**src/rtl/sync_fifo_param_if.sv**
```systemverilog
// Bus bundle for sync_fifo_param: flush, write/read handshake, read data and status flags.
// The master modport is the producer/consumer side; the slave modport is the FIFO itself.
interface sync_fifo_param_if #(
    parameter int WIDTH = 128,
    parameter int DEPTH = 16
);
    localparam int CW = $clog2(DEPTH + 1);

    logic             clr;
    logic             wr_en;
    logic [WIDTH-1:0] wr_data;
    logic             rd_en;
    logic [WIDTH-1:0] rd_data;
    logic             rd_valid;
    logic [CW-1:0]    count;
    logic             full;
    logic             almost_full;
    logic             empty;
    logic             almost_empty;
    logic             overflow;
    logic             underflow;

    modport master (
        output clr, wr_en, wr_data, rd_en,
        input  rd_data, rd_valid, count, full, almost_full, empty, almost_empty,
               overflow, underflow
    );

    modport slave (
        input  clr, wr_en, wr_data, rd_en,
        output rd_data, rd_valid, count, full, almost_full, empty, almost_empty,
               overflow, underflow
    );
endinterface

```
**src/rtl/sync_fifo_param.sv**
```systemverilog
// Synchronous FIFO with arbitrary (non power-of-two) depth, registered read data,
// occupancy counter and inclusive almost-full / almost-empty flags.
// Optional sticky overflow/underflow flags are built when SYNC_FIFO_PARAM_ERR_EN is defined;
// otherwise both flags are tied low and rejected requests are silently dropped.
module sync_fifo_param #(
    parameter int WIDTH    = 128,
    parameter int DEPTH    = 16,
    parameter int AF_LEVEL = DEPTH - 4,
    parameter int AE_LEVEL = 2
) (
    input  logic               clk,
    input  logic               rst,
    sync_fifo_param_if.slave   bus
);
    localparam int CW = $clog2(DEPTH + 1);
    localparam int PW = $clog2(DEPTH);

    logic [WIDTH-1:0] r_mem [DEPTH];
    logic [PW-1:0]    r_wr_ptr;
    logic [PW-1:0]    r_rd_ptr;
    logic [CW-1:0]    r_count;
    logic [WIDTH-1:0] r_rd_data;
    logic             r_rd_valid;

    logic             w_full;
    logic             w_empty;
    logic             w_rd_acc;
    logic             w_wr_acc;
    logic [PW-1:0]    w_wr_ptr_nxt;
    logic [PW-1:0]    w_rd_ptr_nxt;

    assign w_full  = (r_count == CW'(DEPTH));
    assign w_empty = (r_count == '0);

    // A read frees a slot in the same cycle, so a full FIFO still accepts a paired write.
    assign w_rd_acc = bus.rd_en && !w_empty && !bus.clr;
    assign w_wr_acc = bus.wr_en && (!w_full || w_rd_acc) && !bus.clr;

    // Explicit wrap so the depth need not be a power of two.
    assign w_wr_ptr_nxt = (r_wr_ptr == PW'(DEPTH - 1)) ? '0 : r_wr_ptr + PW'(1);
    assign w_rd_ptr_nxt = (r_rd_ptr == PW'(DEPTH - 1)) ? '0 : r_rd_ptr + PW'(1);

    // Storage array: written on accepted writes only, never reset or flushed.
    always_ff @(posedge clk) begin
        if (w_wr_acc) begin
            r_mem[r_wr_ptr] <= bus.wr_data;
        end
    end

    // Pointers and occupancy; flush returns to the empty state without touching storage.
    always_ff @(posedge clk or negedge rst) begin
        if (!rst) begin
            r_wr_ptr <= '0;
            r_rd_ptr <= '0;
            r_count  <= '0;
        end else if (bus.clr) begin
            r_wr_ptr <= '0;
            r_rd_ptr <= '0;
            r_count  <= '0;
        end else begin
            if (w_wr_acc) begin
                r_wr_ptr <= w_wr_ptr_nxt;
            end
            if (w_rd_acc) begin
                r_rd_ptr <= w_rd_ptr_nxt;
            end
            case ({w_wr_acc, w_rd_acc})
                2'b10:   r_count <= r_count + CW'(1);
                2'b01:   r_count <= r_count - CW'(1);
                default: r_count <= r_count;
            endcase
        end
    end

    // Registered read port: rd_data holds between reads, rd_valid pulses per accepted read.
    always_ff @(posedge clk or negedge rst) begin
        if (!rst) begin
            r_rd_data  <= '0;
            r_rd_valid <= 1'b0;
        end else begin
            r_rd_valid <= w_rd_acc;
            if (w_rd_acc) begin
                r_rd_data <= r_mem[r_rd_ptr];
            end
        end
    end

    assign bus.rd_data      = r_rd_data;
    assign bus.rd_valid     = r_rd_valid;
    assign bus.count        = r_count;
    assign bus.full         = w_full;
    assign bus.empty        = w_empty;
    assign bus.almost_full  = (r_count >= CW'(AF_LEVEL));
    assign bus.almost_empty = (r_count <= CW'(AE_LEVEL));

`ifdef SYNC_FIFO_PARAM_ERR_EN
    logic r_overflow;
    logic r_underflow;

    // Sticky error capture; outside a flush a write can only be rejected for being full.
    always_ff @(posedge clk or negedge rst) begin
        if (!rst) begin
            r_overflow  <= 1'b0;
            r_underflow <= 1'b0;
        end else if (bus.clr) begin
            r_overflow  <= 1'b0;
            r_underflow <= 1'b0;
        end else begin
            if (bus.wr_en && !w_wr_acc) begin
                r_overflow <= 1'b1;
            end
            if (bus.rd_en && w_empty) begin
                r_underflow <= 1'b1;
            end
        end
    end

    assign bus.overflow  = r_overflow;
    assign bus.underflow = r_underflow;
`else
    assign bus.overflow  = 1'b0;
    assign bus.underflow = 1'b0;
`endif

endmodule

```
**src/flat_wrapper.sv**
```systemverilog
// flat-port wrapper written by rule: the top's interface ports become plain ports
module sync_fifo_param_flat 
#(
    parameter int WIDTH    = 128,
    parameter int DEPTH    = 16,
    parameter int AF_LEVEL = DEPTH - 4,
    parameter int AE_LEVEL = 2
)
  (clk, rst, bus_clr, bus_wr_en, bus_wr_data, bus_rd_en, bus_rd_data, bus_rd_valid, bus_count, bus_full, bus_almost_full, bus_empty, bus_almost_empty, bus_overflow, bus_underflow);
  sync_fifo_param_if #(.WIDTH(WIDTH), .DEPTH(DEPTH)) bus_i ();
  input  logic clk;
  input  logic rst;
  input wire logic [$bits(bus_i.clr)-1:0] bus_clr;
  input wire logic [$bits(bus_i.wr_en)-1:0] bus_wr_en;
  input wire logic [$bits(bus_i.wr_data)-1:0] bus_wr_data;
  input wire logic [$bits(bus_i.rd_en)-1:0] bus_rd_en;
  output wire logic [$bits(bus_i.rd_data)-1:0] bus_rd_data;
  output wire logic [$bits(bus_i.rd_valid)-1:0] bus_rd_valid;
  output wire logic [$bits(bus_i.count)-1:0] bus_count;
  output wire logic [$bits(bus_i.full)-1:0] bus_full;
  output wire logic [$bits(bus_i.almost_full)-1:0] bus_almost_full;
  output wire logic [$bits(bus_i.empty)-1:0] bus_empty;
  output wire logic [$bits(bus_i.almost_empty)-1:0] bus_almost_empty;
  output wire logic [$bits(bus_i.overflow)-1:0] bus_overflow;
  output wire logic [$bits(bus_i.underflow)-1:0] bus_underflow;
  assign bus_i.clr = bus_clr;
  assign bus_i.wr_en = bus_wr_en;
  assign bus_i.wr_data = bus_wr_data;
  assign bus_i.rd_en = bus_rd_en;
  assign bus_rd_data = bus_i.rd_data;
  assign bus_rd_valid = bus_i.rd_valid;
  assign bus_count = bus_i.count;
  assign bus_full = bus_i.full;
  assign bus_almost_full = bus_i.almost_full;
  assign bus_empty = bus_i.empty;
  assign bus_almost_empty = bus_i.almost_empty;
  assign bus_overflow = bus_i.overflow;
  assign bus_underflow = bus_i.underflow;
  sync_fifo_param #(.WIDTH(WIDTH), .DEPTH(DEPTH), .AF_LEVEL(AF_LEVEL), .AE_LEVEL(AE_LEVEL)) u_core (.clk(clk), .rst(rst), .bus(bus_i));
endmodule
```
**config.mk**
```make
export PLATFORM = sky130hd
export DESIGN_NAME = sync_fifo_param_flat
export DESIGN_NICKNAME = d
export VERILOG_FILES = /design/src/rtl/sync_fifo_param_if.sv /design/src/rtl/sync_fifo_param.sv /design/src/flat_wrapper.sv
export SDC_FILE = /design/constraint.sdc
export NUM_CORES = 2
export LEC_CHECK = 0
export ABC_AREA = 1
export BUFFER_PORTS_ARGS = -buffer_cell sky130_fd_sc_hd__buf_4
export CORE_ASPECT_RATIO = 1.5
export CORE_MARGIN = 1
export CORE_UTILIZATION = 33
export CTS_BUF_LIST = sky130_fd_sc_hd__clkbuf_16
export CTS_CLUSTER_DIAMETER = 30
export DETAILED_ROUTE_END_ITERATION = 10
export SYNTH_ARGS = -nofsm -noshare
export SYNTH_HDL_FRONTEND = slang
export SYNTH_SLANG_ARGS = --single-unit
```
**constraint.sdc**
```tcl
create_clock -name clk -period 10.2 [get_ports clk]
set_input_delay 2.04 -clock clk [delete_from_list [all_inputs] [get_ports clk]]
set_output_delay 2.04 -clock clk [all_outputs]
set_load 0.005 [all_outputs]
```
Yosys cells after proc, flatten, opt, wreduce, memory -nomap -nowiden
Memory sizes are Yosys's and may differ from the RTL's. A register that Yosys moved wholly into a read port is not among the register bits. Index checks and enable logic that the tools add are counted.

Eq/ne operators: 5. Mux-type cells: 10. Magnitude comparators: 2. Reductions and logical operators: 13. Add/subtract/negate cells: 4.

Operators by type and width (count): $mux 4 (6); $pmux 5 s2 (1); $add 4x1->4 const B (2); $eq 4x4->1 const B (2); $add 5x1->5 const B (1); $eq 5x5->1 const B (1); $ge 5x4->1 const B (1); $le 5x2->1 const B (1); $logic_not 5->1 (1); $mux 5 (1); $sub 5x1->5 const B (1); $logic_and 1x1->1 (4); $logic_not 1->1 (4); $reduce_bool 2->1 (2); $reduce_bool 3->1 (1); $eq 2x1->1 const B (1); $eq 2x2->1 const B (1); $mux 1 (2); $logic_or 1x1->1 (1).

Word-level logic and storage cells: 39. RAM bits: 2048. Memories kept: 1. Input port bits: 133. Register bits: 14. Output and inout port bits: 140.

Memory list: u_core.r_mem (words 16, width 128, rd ports 1, clocked after memory_dff 1, write ports 1, RTL line sync_fifo_param.sv:18) `logic [WIDTH-1:0] r_mem [DEPTH];`.

Longest topological paths before layout
Depth in word-level cells: 10. Gate-level depth with buffers: 12. Mapped depth without buffers: 11.

Least setup slack after synthesis
No wires, ideal clock.

Kind: in2reg. Start point: input port bus_clr. End point: memory u_core.r_mem[7][0] (enable). Arrival: 11.440 ns. Setup time: 0.772 ns. Stages on the path: 7. Required time: 9.428 ns. Path slack: -2.012 ns. Path buffers: 0. Cells stage by stage: inv_1 -> nand3_1 -> nand2_1 -> nand2_1 -> nor2_2 -> inv_1 -> nor3_1.

Cells in the longest elaborated chain, start to end: 7.

Ends and longest elaborated chain: start: declaration (RTL line flat_wrapper.sv:13) `input wire logic [$bits(bus_i.clr)-1:0] bus_clr;`; $logic_not 1->1 (*) (RTL line sync_fifo_param.sv:36, sync_fifo_param.sv:37); $logic_and 1x1->1 (RTL line sync_fifo_param.sv:36) `assign w_rd_acc = bus.rd_en && !w_empty && !bus.clr;`; $logic_or 1x1->1 (RTL line sync_fifo_param.sv:37) `assign w_wr_acc = bus.wr_en && (!w_full || w_rd_acc) && !bus.clr;`; $logic_and 1x1->1 (RTL line sync_fifo_param.sv:37); $logic_and 1x1->1 (*) (RTL line sync_fifo_param.sv:37); $mux 1 (*) (RTL line sync_fifo_param.sv:45) `if (w_wr_acc) begin`; $mux 1 (not written as such) (*) (RTL line sync_fifo_param.sv:46) `r_mem[r_wr_ptr] <= bus.wr_data;`; end: declaration (RTL line sync_fifo_param.sv:18).

Mark *: on every way between the ends. The rest lies on a longest branch, timed or not.

==> qor.yml <==
outcome:
  run_status: "finished, final reports clean"
route:
  avgViaCountPerCell: 5.19
  vias: 55000
  dr.pass1.iters: 8
  drc: 0
  drt_iter0_markers: 4870
  drtAntennaViolNets: 0
  routedWlPerCell_um: 23.7
  routed_wl_um: 251000
worst_setup_path:
  crit_type: "reg2reg"
  crit_chain: "buf_4 > buf_12 > buf_4 > o21ai_0 > o22ai_1 > nand2_1 > nand2_1 > nand3_1 > nand2_1"
  critPathArrivalTime_ns: 5.74
  slowest_stage: "dfrtp_4"
  worstPathRequired_ns: 10.99
  worstPathMaxFanout: 207
  slowest_delay_ns: 1.04
  r2r_setup_slack_ns: 5.25
  crit_path_frequent_cell: "nand2_1"
  startpoint_type: "register"
  cp-end-kind: "register"
sta:
  finalHoldViolCount: 0
  slew_violations: 0
  setup_viol: 0
  skew_ns: 0.0786
  holdWs_ns: 0.478
  period_share: 0.486
  fmax_mhz: 202
  worstMarginPinSlew_ns: 1.25
  timing.final.ws_setup_ns: 5.25
  rsz0062_at_grt: "false"
  fin_tns_setup_ns: 0
  slew_headroom: 0.163
  period_minus_slack_ns: 4.95
synth:
  yosys-top-cells-area: "edfxtp_1, nand2_1, dfrtp_1, o21ai_0, a21oi_1"
  synthArstFlopShare: 0.0648
  ys_seq_area_frac: 0.766
  yosys_warnings: 0
  netlist_instances: 6697
  syn_area_mm2: 0.0849
  synth_top_area_cell: "edfxtp_1"
  synth_flop_cell: "edfxtp_1"
  syn_area_per_cell_um2: 12.7
  synth_cell_types: 29
  synth_edf_count: 2048
  yosys_register_bits: 2190
  yosysTopAreaCellShare: 0.724
cts:
  cts_setup_buffers: 0
  cts-resized-gates: 0
  path_clk_slew_ns: 0.06
  postCtsHoldBufs: 0
  cts_buffers: 365
  root_buffer: "clkbuf_16"
  insertion_delay_ns: 0.88
  cts_buffer_depth: 4
  cts_sinks: 2190
  h-tree-depth: 5
  cts_tree: "done"
global_routing:
  grt_pass1_wl_um: 364000
  met3_usage: 0.0298
  grt_overflow: 0
  grtUsageMet2: 0.340
  gr-usage-met1: 0.224
  grt_max_degree: 378
  antenna_found_initial: 31
  track_usage: 0.188
  grt_pass1_vias: 55100
  busiest_layer: "met2"
floorplanning:
  dieHeight_um: 623
  core_mm2: 0.255
  ios: 273
  start_util: 0.333
  die_x_um: 416
  rows: 227
  die-area_mm2: 0.259
placement:
  preCtsSetupSlack_ns: 4.53
  dp_hpwl_um: 126000
  gp_congestion: 0.791
  dpl.cell_count: 9924
  portBuffers: 270
power:
  max-vdd-ir-drop_uv: 182
  power_leakage_nw: 36.6
  powerDensity_mw_per_mm2: 252
cells_and_area:
  nets: 7113
  final_cell_count_no_fill: 10600
  drive_gt1_frac: 0.132
  area_delta_synth_final_pct: 21.3
hold_path:
  min_path_type: "reg2reg"
job:
  drv_cap: 0
[report_power, final]
group	internal [mW]	switching, mW
Combinational	0.900	1.87
Clock	8.34	4.40
Sequential	10.1	0.350
Total	19.4	6.62
[per-stage QoR]
step | power [mW] | cell area, µm² | utilization
floorplan | 12.1 | 84900 | -
global placement | 13.4 | 90100 | 0.353
detailed placement | 13.5 | 90100 | 0.353
CTS | 26.2 | 103000 | 0.403
global route | 26.9 | 103000 | 0.403
finish | 26.0 | 103000 | 0.403
[placed cells by master (no fill, tap or decap), types with 2 or more instances in the layout]
| master | count |
|---|---|
| conb_1 | 2 |
| xnor2_1 | 2 |
| clkinvlp_4 | 43 |
| inv_6 | 29 |
| dfrtp_4 | 3 |
| bufinv_16 | 64 |
| o22ai_1 | 273 |
| nand3_1 | 145 |
| clkinv_4 | 27 |
| nor3_2 | 3 |
| nand2_4 | 2 |
| nor2_4 | 13 |
| clkbuf_16 | 374 |
| clkinv_8 | 6 |
| clkinv_16 | 5 |
| clkinv_2 | 45 |
| inv_8 | 10 |
| dfrtp_1 | 139 |
| edfxtp_1 | 2048 |
| nor3_1 | 243 |
| a21oi_1 | 495 |
| nor2_1 | 544 |
| diode_2 | 8 |
| ha_1 | 8 |
| nand2_1 | 1765 |
| inv_1 | 54 |
| o21ai_0 | 552 |
| buf_4 | 313 |
| clkinv_1 | 39 |
| buf_12 | 19 |
| nand4_1 | 3 |
[cells by family (layout without fill, tap and decap cells)]
| logic type | count (synthesis) | count (layout) | share of synthesized area |
|---|---|---|---|
| AOI/OAI and AO/OA | 1323 | 1323 | 0.0821 |
| xor gates and xnor gates | 3 | 3 | 0.000310 |
| adders and majority gates | 9 | 9 | 0.00141 |
| buffers and inverters | 451 | 1031 | 0.0238 |
| DFF | 2190 | 2190 | 0.766 |
| other | 1 | 10 | 0.0000442 |
| and+or+nand+nor | 2720 | 2720 | 0.126 |
[sequential cells by signal (all words and copies together) (netlist names)]
signal               flops
u_core.bus.rd_valid      1
u_core.r_mem          2048
u_core.r_rd_ptr          4
u_core.bus.rd_data     128
u_core.r_wr_ptr          4
u_core.bus.count         5
[Yosys cell counts, types with 2 or more instances]
cell type and number:
xnor2_1 2, buf_1 22, dfrtp_1 142, nand2_1 1767
inv_2 3, o21ai_0 552, buf_6 3, nand3_1 146
ha_1 8, buf_4 19, clkbuf_1 199, o22ai_1 273
inv_1 19, buf_2 175, clkbuf_2 9, a21oi_1 495
nand4_1 3, nor2_1 557, nor3_1 246, edfxtp_1 2048
[final timing paths]
kind                                         start                      end  cells after the start
max                             u_core.r_rd_ptr[0]   u_core.bus.rd_data[32]                      9
min                        u_core.bus.rd_data[114]  u_core.bus.rd_data[114]                      2
max reg2reg                     u_core.r_rd_ptr[0]   u_core.bus.rd_data[32]                      9
min reg2reg                u_core.bus.rd_data[114]  u_core.bus.rd_data[114]                      2
max in group asynchronous                      rst   u_core.bus.rd_data[15]                      2
min in group asynchronous                      rst      u_core.bus.count[3]                      1
[layout make-up]
| cell class | instances | area [µm²] |
|---|---|---|
| inverter | 24 | 141 |
| timing repair buffer | 333 | 2740 |
| clock inverter | 300 | 3550 |
| clock buffer | 374 | 9360 |
| tap | 3320 | 4150 |
| sequential | 2190 | 65100 |
| multi-input combinational | 4057 | 18000 |
| antenna | 8 | 20.0 |
| fill | 23400 | 152000 |
[critical path: cells and delay by family (launching register included)]
| family | cells | cell delay [ns] |
|---|---|---|
| buffers and inverters | 3 | 2.40 |
| flip-flops | 1 | 1.04 |
| AO/OA/AOI/OAI | 2 | 0.46 |
| AND/OR/NAND/NOR | 4 | 0.43 |
[metal layers]
layer	part of all wire	routed length, µm	vias to the layer above
li1	-	-	24700
met1	0.38	95800	27700
met2	0.52	131000	2198
met3	0.065	16400	460
met4	0.031	7700	18
met5	0.00049	124	-
Power figures use the tool's default switching activity.
